$ cat config.mk
export PLATFORM = sky130hd
export DESIGN_NAME = fetch_ctrl_flat
export DESIGN_NICKNAME = d
export VERILOG_FILES = /design/src/rtl/fetch_ctrl_pkg.sv /design/src/rtl/fetch_ctrl_if.sv /design/src/rtl/fetch_ctrl_lu_hazard.sv /design/src/rtl/fetch_ctrl.sv /design/src/flat_wrapper.sv
export SDC_FILE = /design/constraint.sdc
export NUM_CORES = 1
export LEC_CHECK = 0
export CORE_MARGIN = 8
export CORE_UTILIZATION = 35
export DETAILED_ROUTE_END_ITERATION = 16
export GPL_TIMING_DRIVEN = 1
export HOLD_SLACK_MARGIN = 0.03
export PLACE_DENSITY = 0.7
export SYNTH_ARGS = -nofsm -noshare
export SYNTH_HDL_FRONTEND = slang
export SYNTH_HIERARCHICAL = 1
export SYNTH_SLANG_ARGS = --single-unit
$ cat constraint.sdc
create_clock -name clk -period 2.1 [get_ports clk]
set_clock_uncertainty 0.15 [all_clocks]
set_input_delay 0.21 -clock clk [delete_from_list [all_inputs] [get_ports clk]]
set_output_delay 0.21 -clock clk [all_outputs]
set_load 0.01 [all_outputs]
$ cat src/rtl/fetch_ctrl_pkg.sv
// Shared types and constants for the fetch-stage controller.
//   fctrl_state_t : controller state encoding
//   NOP_INSN      : instruction the fetch unit presents to ID while issue_nop=1
//   FCNT_W        : width of the post-redirect flush down-counter
//   align_pc()    : clears bits[1:0] of a redirect target
package fetch_ctrl_pkg;

    typedef enum logic [1:0] {
        RUN      = 2'd0,
        FLUSH    = 2'd1,
        MEM_WAIT = 2'd2,
        HALTED   = 2'd3
    } fctrl_state_t;

    localparam logic [31:0] NOP_INSN = 32'h0000_0013;
    localparam int          FCNT_W   = 4;

    function automatic logic [31:0] align_pc(input logic [31:0] pc);
        return {pc[31:2], 2'b00};
    endfunction

endpackage

$ cat src/rtl/fetch_ctrl_if.sv
// Bundle between the pipeline datapath and the fetch controller.
//   master : pipeline side, drives hazard/redirect/memory/halt status, reads controls
//   slave  : fetch_ctrl side, reads status, drives stall/issue_nop/jmp/jmp_pc,
//            ex_bubble/flush_id/halted and the stall/flush performance counters
interface fetch_ctrl_if #(
    parameter int CNT_W = 32
);
    logic [4:0]       id_rs1;
    logic [4:0]       id_rs2;
    logic             id_rs1_used;
    logic             id_rs2_used;
    logic [4:0]       ex_rd;
    logic             ex_mem_read;
    logic             br_taken;
    logic [31:0]      br_target;
    logic             dmem_busy;
    logic             halt_req;
    logic             resume;

    logic             stall;
    logic             issue_nop;
    logic             jmp;
    logic [31:0]      jmp_pc;
    logic             ex_bubble;
    logic             flush_id;
    logic             halted;
    logic [CNT_W-1:0] stall_cnt;
    logic [CNT_W-1:0] flush_cnt;

    modport master (
        output id_rs1, id_rs2, id_rs1_used, id_rs2_used, ex_rd, ex_mem_read,
               br_taken, br_target, dmem_busy, halt_req, resume,
        input  stall, issue_nop, jmp, jmp_pc, ex_bubble, flush_id, halted,
               stall_cnt, flush_cnt
    );

    modport slave (
        input  id_rs1, id_rs2, id_rs1_used, id_rs2_used, ex_rd, ex_mem_read,
               br_taken, br_target, dmem_busy, halt_req, resume,
        output stall, issue_nop, jmp, jmp_pc, ex_bubble, flush_id, halted,
               stall_cnt, flush_cnt
    );

endinterface

$ cat src/rtl/fetch_ctrl_lu_hazard.sv
// Load-use hazard detector: flags an ID instruction that reads the destination of
// a load currently in EX. x0 is never a real dependency.
//   id_rs1/id_rs2, id_rs1_used/id_rs2_used : source registers of the ID instruction
//   ex_rd, ex_mem_read                    : destination and load flag of the EX instruction
//   lu_hit                                : hazard present (combinational)
module lu_hazard (
    input  logic [4:0] id_rs1,
    input  logic [4:0] id_rs2,
    input  logic       id_rs1_used,
    input  logic       id_rs2_used,
    input  logic [4:0] ex_rd,
    input  logic       ex_mem_read,
    output logic       lu_hit
);

    logic rs1_match;
    logic rs2_match;

    assign rs1_match = id_rs1_used && (id_rs1 == ex_rd);
    assign rs2_match = id_rs2_used && (id_rs2 == ex_rd);
    assign lu_hit    = ex_mem_read && (ex_rd != 5'd0) && (rs1_match || rs2_match);

endmodule

$ cat src/rtl/fetch_ctrl.sv
// Front-end pipeline controller for the instruction-fetch stage and IF/ID register.
// Merges load-use hazards, EX-stage redirects, data-memory wait and halt/resume into
// the fetch controls, and keeps wrap-around stall and redirect counters.
//   clk, reset : clock, synchronous active-high reset
//   bus        : fetch_ctrl_if.slave (status in; stall/issue_nop/jmp/jmp_pc,
//                ex_bubble/flush_id/halted, stall_cnt/flush_cnt out)
// Parameters: FLUSH_CYCLES (1..15) issue_nop cycles after a redirect; CNT_W counter width.
//
// state    | meaning
// RUN      | normal fetch; evaluates busy > redirect > load-use > halt
// FLUSH    | wrong-path slots after a redirect; ID is fed NOPs for fcnt cycles
// MEM_WAIT | data memory busy; whole pipe frozen, EX events re-presented later
// HALTED   | pipe held until resume
module fetch_ctrl
    import fetch_ctrl_pkg::*;
#(
    parameter int FLUSH_CYCLES = 2,
    parameter int CNT_W        = 32
) (
    input logic         clk,
    input logic         reset,
    fetch_ctrl_if.slave bus
);

    localparam logic [FCNT_W-1:0] FLUSH_LOAD = FCNT_W'(FLUSH_CYCLES);
    localparam logic [CNT_W-1:0]  CNT_ONE    = {{(CNT_W-1){1'b0}}, 1'b1};

    fctrl_state_t      state_q, state_d;
    logic [FCNT_W-1:0] fcnt_q, fcnt_d;
    logic [31:0]       jmp_pc_q;
    logic [CNT_W-1:0]  stall_cnt_q;
    logic [CNT_W-1:0]  flush_cnt_q;

    logic lu_hit;
    logic stall_c, nop_c, jmp_c, bubble_c, flush_c, halted_c;

    lu_hazard u_lu_hazard (
        .id_rs1      (bus.id_rs1),
        .id_rs2      (bus.id_rs2),
        .id_rs1_used (bus.id_rs1_used),
        .id_rs2_used (bus.id_rs2_used),
        .ex_rd       (bus.ex_rd),
        .ex_mem_read (bus.ex_mem_read),
        .lu_hit      (lu_hit)
    );

    always_ff @(posedge clk) begin
        if (reset) begin
            state_q     <= RUN;
            fcnt_q      <= '0;
            jmp_pc_q    <= '0;
            stall_cnt_q <= '0;
            flush_cnt_q <= '0;
        end else begin
            state_q <= state_d;
            fcnt_q  <= fcnt_d;
            if (jmp_c) begin
                jmp_pc_q    <= align_pc(bus.br_target);
                flush_cnt_q <= flush_cnt_q + CNT_ONE;
            end
            if (stall_c) begin
                stall_cnt_q <= stall_cnt_q + CNT_ONE;
            end
        end
    end

    always_comb begin
        state_d  = state_q;
        fcnt_d   = fcnt_q;
        stall_c  = 1'b0;
        nop_c    = 1'b0;
        jmp_c    = 1'b0;
        bubble_c = 1'b0;
        flush_c  = 1'b0;
        halted_c = 1'b0;

        case (state_q)
            // MEM_WAIT with the memory ready behaves exactly like RUN, so the
            // deferred EX events are acted on in the cycle the freeze lifts.
            RUN, MEM_WAIT: begin
                if (bus.dmem_busy) begin
                    stall_c = 1'b1;
                    state_d = MEM_WAIT;
                end else if (bus.br_taken) begin
                    jmp_c   = 1'b1;
                    flush_c = 1'b1;
                    fcnt_d  = FLUSH_LOAD;
                    state_d = FLUSH;
                end else if (lu_hit) begin
                    stall_c  = 1'b1;
                    bubble_c = 1'b1;
                    state_d  = RUN;
                end else if (bus.halt_req) begin
                    stall_c = 1'b1;
                    state_d = HALTED;
                end else begin
                    state_d = RUN;
                end
            end
            // ID holds a NOP here, so load-use is moot; halt_req is a level and
            // is picked up once the flush drains. A busy memory freezes the
            // flush countdown rather than dropping the remaining NOP slots.
            FLUSH: begin
                nop_c = 1'b1;
                if (bus.dmem_busy) begin
                    stall_c = 1'b1;
                end else if (bus.br_taken) begin
                    jmp_c   = 1'b1;
                    flush_c = 1'b1;
                    fcnt_d  = FLUSH_LOAD;
                end else if (fcnt_q <= 1) begin
                    fcnt_d  = '0;
                    state_d = RUN;
                end else begin
                    fcnt_d = fcnt_q - 1'b1;
                end
            end
            HALTED: begin
                stall_c  = 1'b1;
                halted_c = 1'b1;
                if (bus.resume) begin
                    state_d = RUN;
                end
            end
            default: begin
                state_d = RUN;
                fcnt_d  = '0;
            end
        endcase

        // Controls read as idle for the whole reset cycle regardless of state.
        if (reset) begin
            stall_c  = 1'b0;
            nop_c    = 1'b0;
            jmp_c    = 1'b0;
            bubble_c = 1'b0;
            flush_c  = 1'b0;
            halted_c = 1'b0;
        end
    end

    assign bus.stall     = stall_c;
    assign bus.issue_nop = nop_c;
    assign bus.jmp       = jmp_c;
    assign bus.jmp_pc    = reset ? 32'd0 : (jmp_c ? align_pc(bus.br_target) : jmp_pc_q);
    assign bus.ex_bubble = bubble_c;
    assign bus.flush_id  = flush_c;
    assign bus.halted    = halted_c;
    assign bus.stall_cnt = stall_cnt_q;
    assign bus.flush_cnt = flush_cnt_q;

endmodule

$ cat src/flat_wrapper.sv
// flat-port wrapper written by rule: the top's interface ports become plain ports
module fetch_ctrl_flat import fetch_ctrl_pkg::*;
#(
    parameter int FLUSH_CYCLES = 2,
    parameter int CNT_W        = 32
)
  (clk, reset, bus_id_rs1, bus_id_rs2, bus_id_rs1_used, bus_id_rs2_used, bus_ex_rd, bus_ex_mem_read, bus_br_taken, bus_br_target, bus_dmem_busy, bus_halt_req, bus_resume, bus_stall, bus_issue_nop, bus_jmp, bus_jmp_pc, bus_ex_bubble, bus_flush_id, bus_halted, bus_stall_cnt, bus_flush_cnt);
  fetch_ctrl_if #(.CNT_W(CNT_W)) bus_i ();
  input logic clk;
  input logic reset;
  input wire logic [$bits(bus_i.id_rs1)-1:0] bus_id_rs1;
  input wire logic [$bits(bus_i.id_rs2)-1:0] bus_id_rs2;
  input wire logic [$bits(bus_i.id_rs1_used)-1:0] bus_id_rs1_used;
  input wire logic [$bits(bus_i.id_rs2_used)-1:0] bus_id_rs2_used;
  input wire logic [$bits(bus_i.ex_rd)-1:0] bus_ex_rd;
  input wire logic [$bits(bus_i.ex_mem_read)-1:0] bus_ex_mem_read;
  input wire logic [$bits(bus_i.br_taken)-1:0] bus_br_taken;
  input wire logic [$bits(bus_i.br_target)-1:0] bus_br_target;
  input wire logic [$bits(bus_i.dmem_busy)-1:0] bus_dmem_busy;
  input wire logic [$bits(bus_i.halt_req)-1:0] bus_halt_req;
  input wire logic [$bits(bus_i.resume)-1:0] bus_resume;
  output wire logic [$bits(bus_i.stall)-1:0] bus_stall;
  output wire logic [$bits(bus_i.issue_nop)-1:0] bus_issue_nop;
  output wire logic [$bits(bus_i.jmp)-1:0] bus_jmp;
  output wire logic [$bits(bus_i.jmp_pc)-1:0] bus_jmp_pc;
  output wire logic [$bits(bus_i.ex_bubble)-1:0] bus_ex_bubble;
  output wire logic [$bits(bus_i.flush_id)-1:0] bus_flush_id;
  output wire logic [$bits(bus_i.halted)-1:0] bus_halted;
  output wire logic [$bits(bus_i.stall_cnt)-1:0] bus_stall_cnt;
  output wire logic [$bits(bus_i.flush_cnt)-1:0] bus_flush_cnt;
  assign bus_i.id_rs1 = bus_id_rs1;
  assign bus_i.id_rs2 = bus_id_rs2;
  assign bus_i.id_rs1_used = bus_id_rs1_used;
  assign bus_i.id_rs2_used = bus_id_rs2_used;
  assign bus_i.ex_rd = bus_ex_rd;
  assign bus_i.ex_mem_read = bus_ex_mem_read;
  assign bus_i.br_taken = bus_br_taken;
  assign bus_i.br_target = bus_br_target;
  assign bus_i.dmem_busy = bus_dmem_busy;
  assign bus_i.halt_req = bus_halt_req;
  assign bus_i.resume = bus_resume;
  assign bus_stall = bus_i.stall;
  assign bus_issue_nop = bus_i.issue_nop;
  assign bus_jmp = bus_i.jmp;
  assign bus_jmp_pc = bus_i.jmp_pc;
  assign bus_ex_bubble = bus_i.ex_bubble;
  assign bus_flush_id = bus_i.flush_id;
  assign bus_halted = bus_i.halted;
  assign bus_stall_cnt = bus_i.stall_cnt;
  assign bus_flush_cnt = bus_i.flush_cnt;
  fetch_ctrl #(.FLUSH_CYCLES(FLUSH_CYCLES), .CNT_W(CNT_W)) u_core (.clk(clk), .reset(reset), .bus(bus_i));
endmodule
==> reports/qor.yml, run 1 <==
status: "complete, but fails checks"
violations: "setup timing"
cap_violations: 0
insertion_delay_ns: 0.34
required_ns: 1.74
ioPinCount: 158
cts_buffer_depth: 2
place_congestion: 0.8413
hold_depth: 3
drive_gt1_frac: 0.2806
final-setup-viol-count: 34
die_h_um: 130.4
power_density_nw_per_um2: 542.6
clk_pin_slew_ns: 0.07
vias: 4626
total_power_mw: 4.071
worst_r2r_endpoint: "u_core/bus.stall_cnt[25]"
min_from: "reset"
yosys_register_bits: 102
critPathCaptureType: "primary output"
cp.arrival_ns: 1.86
irDropWorstVdd_v: 0.0003047
fmax_mhz: 450.6
synth_top_area_frac: 0.4457
cts_sinks: 102
cpMaxStageDelayCell: "or3_4"
fin_nets: 815
synth_area_sq_um: 4582
static-leakage-power_nw: 2.881
crit_type: "reg -> out"
synth_cells: 554
io_buffers: 155
synth_area_leaders: "dfxtp_1, nand2_1, xnor2_1, xor2_1, nor2_1"
drt_wl_total_mm: 14.53
grt_pass1_vias: 4597
reg2reg_from: "u_core/bus.stall_cnt[0]"
avgSynthCellArea_sq_um: 8.271
hold_end: "u_core/bus.flush_cnt[4]"
dr.pass1.iters: 4
finalCritPeriodShare: 1.057
cp-startpoint: "u_core/state_q[0]"
grt_max_degree: 92
die_x_um: 130.4
critPathMaxStageDelay_ns: 0.38
grt-ovfl-total: 0
reg2reg_slack_ns: 0.06
grtUsageTotal: 0.1633
cts_tree: "yes"
synth_largest_area_cell: "dfxtp_1"
post-route-drc-count: 0
final_antenna_net_count: 0
antenna_found_initial: 0
period_needed_ns: 2.219
yosysWarnings: 6
hold_class: "in -> reg"
cts_made_buffers: 9
slew_headroom: 0.5111
hold_viol_final: 0
start_util: 0.3516
drtIter0Drc: 287
worstPathMaxFanout: 9
place_area_sq_um: 6710
layout_setup_ws_ns: -0.1193
tightest_slew_ns: 0.7315
hpwl_mm: 9.855
rsz0062_at_grt: "yes"
num_antenna_cells: 0
crit_path_cell_trace: "a21o_1 -> or3_4 -> clkinv_8 -> buf_12 -> nand2_1 -> a21oi_2 -> buf_2"
avgRoutedWirePerCell_um: 15.54
design_area_sq_um: 7502
grt_first_pass_wirelength_mm: 22.18
ys_types: 42
viasPerCell: 4.948
synth.yosys.seq_area_share: 0.4457
rr_worst_depth: 5
htreeDepth: 3
die_area_sq_um: 17010
slew_viol_final: 0
cp-start-kind: "register"
clockRootBuffer: "clkbuf_16"
area_growth_pct: 63.74
rows: 42
syn_nets: 614
core-area_sq_um: 13030
flip-flops by register name, summed over array words and instances, names as in the netlist:
register / cells
u_core/bus.stall_cnt: 32
u_core/bus.flush_cnt: 32
u_core/fcnt_q: 4
u_core/state_q: 2
u_core/jmp_pc_q: 32
where the power goes:
part	total (mW)	leakage [nW]	switching, mW	internal, mW
Combinational	0.540	1.92	0.269	0.270
Clock	1.53	0.135	0.709	0.826
Sequential	2.00	0.826	0.0235	1.97
Total	4.07	2.88	1.00	3.07
layout by cell type, fill, tap and decap left out, types with 8 or more instances in the layout:
cell               n
nor4_4            19
xor2_1            32
nand2_2           11
nand3_1           23
nor3_1             8
nand2_1           75
and3_1             8
a21oi_1           15
dfxtp_1          100
nand4_1           15
buf_2             37
xnor2_1           33
clkdlybuf4s50_1  103
a21oi_2           27
nor2_1            70
clkbuf_16         10
buf_4             53
how the worst max path moves through the flow:
stage | slack (ns) | to | cells after the start
floorplan | -0.13 | u_core/bus.stall_cnt[18] | 10
global placement | -0.85 | u_core/bus.stall_cnt[18] | 11
finish | -0.12 | bus_jmp_pc[31] | 7
global route | -0.18 | bus_jmp_pc[8] | 7
detailed placement | -0.89 | u_core/bus.stall_cnt[28] | 12
CTS | -0.20 | bus_jmp_pc[27] | 7
layer usage:
| layer | up-vias | global-route usage | share of wire |
|---|---|---|---|
| li1 | 2297 | - | - |
| met1 | 2193 | 0.1881 | 0.43 |
| met2 | 117 | 0.2803 | 0.49 |
| met4 | 0 | 0.07022 | 0.018 |
| met3 | 19 | 0.04383 | 0.060 |
| met5 | - | 0 | 0 |
cells by family (layout without fill, tap and decap cells):
| kind of cell | Yosys count | after routing | synth area share |
|---|---|---|---|
| AO/OA/AOI/OAI | 59 | 59 | 0.06909 |
| XOR/XNOR | 66 | 66 | 0.1262 |
| adder cells (fa/ha/maj) | 4 | 4 | 0.01092 |
| buffers and inverters | 36 | 241 | 0.03222 |
| flip-flops | 102 | 102 | 0.4457 |
| multiplexers | 2 | 2 | 0.004915 |
| AND/OR/NAND/NOR | 285 | 285 | 0.3110 |
synth_stat cells, drive strengths merged:
cell type  instances
o22a               1
clkinv             1
a21o               1
nand2b             3
and2               4
dfxtp            102
mux2               2
nand3b             1
o21ai              8
nor3b              3
o31a               1
or4                3
ha                 4
and4               7
and4b              1
nand4b             2
clkbuf            14
and3               8
buf               14
or3                8
nor2              72
o31ai              3
nor2b              3
nand3             25
nor4b              2
nor4              24
xnor2             33
nor3              11
nand2             92
a21oi             43
a22oi              1
nand4             16
inv                7
xor2              33
a31oi              1
worst max-delay path: cells and delay by family (launching register included):
kind,cells,cell delay (ns)
flip-flops,1,0.32
AO/OA/AOI/OAI,2,0.35
AND/OR/NAND/NOR,2,0.45
buffers and inverters,3,0.40
stage by stage:
step | TNS [ns] | hold slack [ns] | util | setup WS, ns | std cells
after floorplan | -1.527 | 0.2352 | - | -0.1319 | 554
after global placement | -40.65 | 0.2971 | 0.5149 | -0.8542 | 898
after detailed placement | -43.30 | 0.3015 | 0.5149 | -0.8909 | 898
after CTS | -5.503 | 0.2351 | 0.5467 | -0.2015 | 923
after global routing | -6.653 | 0.2633 | 0.5757 | -0.1810 | 935
final | -2.760 | 0.2214 | 0.5757 | -0.1193 | 935
area by class of cell:
type                       count  area [sq um]
timing repair buffer         218          1976
fill                        1140          5530
clock inverter                 4         23.77
sequential                   102          2044
multi-input combinational    416          2953
clock buffer                  11         242.7
inverter                       8         42.54
tap                          176         220.2
timing repair:
| item | 4_1_cts | 5_1_grt |
|---|---|---|
| cloned | 2 | 1 |
| hold buffers | 0 | 0 |
| setup endpoints to repair | 68 | 64 |
| buffers inserted | 8 | 11 |
| pin swaps | 44 | 52 |
| resized for setup | 238 | 70 |
Note: power is estimated with default switching activity, not from simulation.
==> run 2: changes to the inputs <==
--- a/config.mk
+++ b/config.mk
@@ -8,6 +8,7 @@
 export CORE_MARGIN = 8
 export CORE_UTILIZATION = 35
 export DETAILED_ROUTE_END_ITERATION = 16
+export GPL_ROUTABILITY_DRIVEN = 0
 export GPL_TIMING_DRIVEN = 1
 export HOLD_SLACK_MARGIN = 0.03
 export PLACE_DENSITY = 0.7
==> results of run 2 <==
No change in the layout: final DEF, timing and power equal those of run 1.
==> patch 1 (settings of run 2) <==
`CNT_W` is set to 32 in 3 places; all go to 48.
--- a/src/rtl/fetch_ctrl_if.sv
+++ b/src/rtl/fetch_ctrl_if.sv
@@ -3,7 +3,7 @@
 //   slave  : fetch_ctrl side, reads status, drives stall/issue_nop/jmp/jmp_pc,
 //            ex_bubble/flush_id/halted and the stall/flush performance counters
 interface fetch_ctrl_if #(
-    parameter int CNT_W = 32
+    parameter int CNT_W = 48
 );
     logic [4:0]       id_rs1;
     logic [4:0]       id_rs2;
--- a/src/rtl/fetch_ctrl.sv
+++ b/src/rtl/fetch_ctrl.sv
@@ -15,7 +15,7 @@
     import fetch_ctrl_pkg::*;
 #(
     parameter int FLUSH_CYCLES = 2,
-    parameter int CNT_W        = 32
+    parameter int CNT_W        = 48
 ) (
     input logic         clk,
     input logic         reset,
--- a/src/flat_wrapper.sv
+++ b/src/flat_wrapper.sv
@@ -2,7 +2,7 @@
 module fetch_ctrl_flat import fetch_ctrl_pkg::*;
 #(
     parameter int FLUSH_CYCLES = 2,
-    parameter int CNT_W        = 32
+    parameter int CNT_W        = 48
 )
   (clk, reset, bus_id_rs1, bus_id_rs2, bus_id_rs1_used, bus_id_rs2_used, bus_ex_rd, bus_ex_mem_read, bus_br_taken, bus_br_target, bus_dmem_busy, bus_halt_req, bus_resume, bus_stall, bus_issue_nop, bus_jmp, bus_jmp_pc, bus_ex_bubble, bus_flush_id, bus_halted, bus_stall_cnt, bus_flush_cnt);
   fetch_ctrl_if #(.CNT_W(CNT_W)) bus_i ();
Interface: changed (resized bus_flush_cnt and bus_stall_cnt); port bits go from 158 to 190. The function was not compared with the original's and may differ.
==> patch 1 against run 2 <==
The run still ends with setup timing left. Final area up 45%. Fmax down 3.9%. Sequential cell count up 32. Largest power group is now the clock network. Setup slack worse by 0.089 ns. Power up 54%. Sequential share of layout area down 2.1 points. Wire length up 52%. Largest cell class unchanged. Critical path type is now reg -> reg. Area after synthesis up 36%.
==> patch 1: results (changes against run 2) <==
stage,metric,value,unit,change
placed_design,dp_hpwl,14070,µm,+43%
timing,relSlewSlack,0.6088,,+0.09763
detailed_routing,drt-total-wl,22090,µm,+52%
outcome,status,finished with violations,,
worst_hold_path,hold_depth,3,,unchanged
yosys,synth_cell_types,45,,+7.1%
placed_design,place_worst_setup_slack,-1.059,ns,-0.1679 ns
outcome,violations,setup timing,,
worst_setup_path,cp-startpoint,u_core/bus.flush_cnt[3],,
cells_and_area,finalNonFillerCells,1341,,+43%
grt,grtUsageMet3,0.05806,,+0.01423
pwr,p_leak,0.004145,µW,+44%
pwr,comb_power,610,µW,+13%
grt,grt_max_degree,49,,-47%
yosys,synth_xor_area_frac,0.08006,,-0.04610
timing,setup_slack,-0.2085,ns,-0.08923 ns
detailed_routing,num_vias,6937,,+50%
clocking,postCtsSetupRepairBufs,17,,+9
yosys,ys_top_cells_by_area,"dfxtp_1 43%, a21oi_1 6.5%, nand2_1 6.0%, nor2_1 4.5%, xnor2_1 4.1%",,
worst_hold_path,worstHoldStart,bus_br_target[9],,
pwr,peakVddDrop,544.5,µV,+79%
detailed_routing,wirelength_met1,9033,µm,+45%
cells_and_area,drive_above_1_share,0.3786,,+0.09796
pwr,power.switching,1533,µW,+53%
worst_setup_path,path_max_fanout,6,,-3
yosys,synth_fa_ha_area_frac,0.008026,,-0.002897
grt,gr-usage-met2,0.3151,,+0.03477
detailed_routing,drt_first_pass_iters,5,,+1
yosys,synth.avg_cell_area,8.130,µm²,-1.7%
placed_design,numPortBuffers,187,,+21%
clocking,cts_resized,273,,+15%
worst_setup_path,rr_endpoint,u_core/bus.flush_cnt[46],,
worst_setup_path,criticalPathCategory,reg -> reg,,
yosys,synth_compound_area_frac,0.1288,,+0.05972
yosys,yosysSeqAreaShare,0.4302,,-0.01548
timing,setup_tns,-6.696,ns,-3.937 ns
grt,grt_first_pass_wirelength,34280,µm,+55%
cells_and_area,multi_input_area,4103,µm²,+39%
worst_hold_path,worstHoldEndpoint,u_core/jmp_pc_q[9],,
yosys,synth_nets,827,,+35%
clocking,cts_buffers,17,,+8
timing,setup_viol,79,,+130%
clocking,htreeDepth,4,,+1
pwr,p_seq,2600,µW,+30%
grt,met1_usage,0.2183,,+0.03019
detailed_routing,wl_met3,1493,µm,+71%
cells_and_area,final.fill_count,1495,,+31%
yosys,synthMuxAreaShare,0.005417,,+0.0005020
cells_and_area,nets,1159,,+42%
yosys,synthTopCellsByCount,"134 x dfxtp_1, 100 x nand2_1, 81 x a21oi_1, 74 x nor2_1, 41 x clkbuf_1",,
worst_setup_path,cp.arrival,2.49,ns,+0.63 ns
timing,hold_ws,0.2087,ns,-0.01263 ns
detailed_routing,drtIter0Drc,306,,+6.6%
-- patch 1: cell types whose count changed after synthesis, sizes merged, moves of 11 or more --
cell | run 2 | this run
inv | 7 | 18
or4 | 3 | 24
a21oi | 43 | 81
o21ai | 8 | 20
or3 | 8 | 27
dfxtp | 102 | 134
nand4 | 16 | 32
clkbuf | 14 | 41
o31ai | 3 | 22
-- patch 1: logic make-up after synthesis --
group,count (synthesis)
AND/OR/NAND/NOR,366
AO/OA/AOI/OAI,138
buffers and inverters,65
XOR/XNOR,57
flip-flops,134
adder cells (fa/ha/maj),4
multiplexers,3
-- patch 1: worst max-delay path, stage by stage (launching register included) --
cell,delay [ns]
dfxtp_4,0.35
nand2_4,0.05
or4_4,0.57
or3_4,0.47
or4b_1,0.49
a21oi_1,0.14
-- patch 1: layout make-up --
type                            count  area share
Multi-Input combinational cell    572      0.3768
Timing Repair Buffer              356      0.2843
Clock buffer                       18     0.03941
Sequential cell                   134      0.2511
Tap cell                          229     0.02631
Clock inverter                     14     0.01597
Inverter                           18    0.006205
==> patch 2 (settings of run 2) <==
Made on the original files. Re-encode `fctrl_state_t` (4 states) as Gray code, 2 bits wide.
--- a/src/rtl/fetch_ctrl_pkg.sv
+++ b/src/rtl/fetch_ctrl_pkg.sv
@@ -6,10 +6,10 @@
 package fetch_ctrl_pkg;
 
     typedef enum logic [1:0] {
-        RUN      = 2'd0,
-        FLUSH    = 2'd1,
-        MEM_WAIT = 2'd2,
-        HALTED   = 2'd3
+        RUN      = 2'b00,
+        FLUSH    = 2'b01,
+        MEM_WAIT = 2'b11,
+        HALTED   = 2'b10
     } fctrl_state_t;
 
     localparam logic [31:0] NOP_INSN = 32'h0000_0013;
Formal check against the unedited RTL: same outputs for any inputs over 4 cycles, from zero or initial values and one cycle with reset high; so few cycles prove little.
==> patch 2 against run 2 <==
The flow still finishes with violations (setup timing). Wire length grew 22%. Global-route usage grew 2.4 points. Final area grew 17%. Die area grew 4.9%. First-iteration DRC count shrank 6.3%. Sequential cell count is the same. Setup slack lost 0.28 ns. Area after synthesis grew 5.5%. Utilization grew 6.4 points. Largest cell class unchanged. Highest routed layer unchanged.
Power is not compared: it rests on default switching activity, and its combinational part moved more than twofold at a synthesized area within 25%.
==> patch 2: results (changes against run 2) <==
stage,metric,value,unit,change
grt,antenna_found_initial,0,,unchanged
yosys,ys_top_cells_by_area,"dfxtp_1 42%, nand2_1 6.8%, o21ai_0 4.9%, a21oi_1 4.3%, or4_1 3.7%",,
placed_design,numPortBuffers,155,,unchanged
detailed_routing,drt_first_pass_iters,6,,+2
yosys,synth_nets,654,,+6.5%
yosys,synthFlopType,dfxtp_1,,
worst_hold_path,worst_hold_path_type,in -> reg,,
grt,grt_pass1_vias,5734,,+25%
cells_and_area,nets,931,,+14%
placed_design,placed_area,7435,µm²,+11%
yosys,synthArstFlopShare,0,,unchanged
detailed_routing,num_vias,5628,,+22%
clocking,clk_latency,0.35,ns,
timing,setup_viol,94,,+180%
grt,grt.total_usage,0.1878,,+0.02449
clocking,htreeDepth,3,,unchanged
pwr,peakVddDrop,626.8,µV,
yosys,yosys_warnings,6,,unchanged
cells_and_area,drive_above_1_share,0.3612,,+0.08061
worst_setup_path,path_max_fanout,8,,-1
cells_and_area,finalNonFillerCells,1052,,+13%
outcome,violations,setup timing,,
clocking,clk_path_buf_depth,2,,unchanged
clocking,cts_root_buf,clkbuf_16,,
worst_setup_path,cp.arrival,2.64,ns,+0.78 ns
detailed_routing,drt-total-wl,17790,µm,+22%
yosys,yosysSeqAreaShare,0.4223,,-0.02341
cells_and_area,antennaDiodeCount,0,,unchanged
clocking,cts_buffers,9,,unchanged
grt,grt_max_degree,48,,-48%
yosys,synthCells,591,,+6.7%
outcome,status,finished with violations,,
detailed_routing,drtIter0Drc,269,,-6.3%
pwr,p_leak,0.003394,µW,
pwr,switching_share,0.2845,,
grt,grt_first_pass_wirelength,27860,µm,+26%
timing,setup_tns,-23.04,ns,-20.28 ns
yosys,synth_cell_types,52,,+24%
timing,setup_slack,-0.4041,ns,-0.2848 ns
yosys,synthTopCellsByCount,"102 x dfxtp_1, 88 x nand2_1, 47 x o21ai_0, 42 x a21oi_1, 31 x nor2_1",,
placed_design,dp_hpwl,11950,µm,+21%
placed_design,dp.cells,996,,+11%
timing,relSlewSlack,0.6515,,+0.1404
clocking,clk_pin_slew,0.07,ns,about the same
## patch 2: metrics by stage
stage	setup slack (ns)	power [µW]
final	-0.4041	5791
after CTS	-0.4089	5652
after floorplan	-0.4379	2788
after global routing	-0.4471	6046
after global placement	-0.9038	3421
after detailed placement	-1.034	3457
## patch 2: cell families (layout without fill, tap and decap cells)
group           count (synthesis)  in the layout  share of synthesized area
mux                            10             10                    0.02199
xor+xnor                       25             25                    0.04528
simple gates                  260            260                     0.2805
fa+ha+maj                       7              7                    0.01811
compound gates                135            135                     0.1700
buf+inv                        52            333                    0.04191
flops                         102            102                     0.4223
## patch 2: layout make-up
cell class / count / area [µm²]
clock inverter: 3 / 67.56
tap: 180 / 225.2
multi-input combinational: 437 / 3256
sequential: 102 / 2043
timing repair buffer: 296 / 2791
clock buffer: 12 / 256.5
timing repair inverter: 1 / 11.26
inverter: 21 / 95.09
fill: 1119 / 4920
## patch 2: path summary, 6_finish.rpt
check / startpoint / endpoint / slack [ns] / depth (start not counted)
setup / recovery: u_core/state_q[0] / u_core/bus.flush_cnt[13] / -0.40 / 8
hold / removal: reset / u_core/bus.stall_cnt[3] / 0.24 / 3
setup reg to reg: u_core/state_q[0] / u_core/bus.flush_cnt[13] / -0.40 / 8
hold reg to reg: u_core/jmp_pc_q[30] / u_core/jmp_pc_q[30] / 0.31 / 2
## patch 2: power by group through the flow
stage                     logic, µW  clock network, µW  registers (µW)
after CTS                      1660               1880            2110
final                          1840               1840            2110
after global routing           1970               1960            2120
after floorplan                 627                  0            2160
after detailed placement       1310                  0            2150
after global placement         1280                  0            2140
## patch 2: worst max-delay path, stage by stage, from the launching register on
cell,delay [ns]
dfxtp_2,0.33
inv_2,0.05
ha_4,0.15
or4b_4,0.50
buf_12,0.18
or4_4,0.47
buf_6,0.16
or3_4,0.32
a21oi_2,0.13
## patch 2: timing repair
item / CTS / global route
setup endpoints to repair: 103 / 102
pin swaps: 71 / 22
hold buffers: 0 / 0
gates cloned: 7 / 1
resized for setup: 319 / 38
buffers inserted: 28 / 7
## patch 2: metal layers
layer / part of all wire / track usage / vias up
met1: 0.40 / 0.2029 / 2702
met3: 0.061 / 0.06137 / 29
met5: 0 / 0 / -
met2: 0.53 / 0.3379 / 182
li1: - / - / 2715
met4: 0.018 / 0.06051 / 0
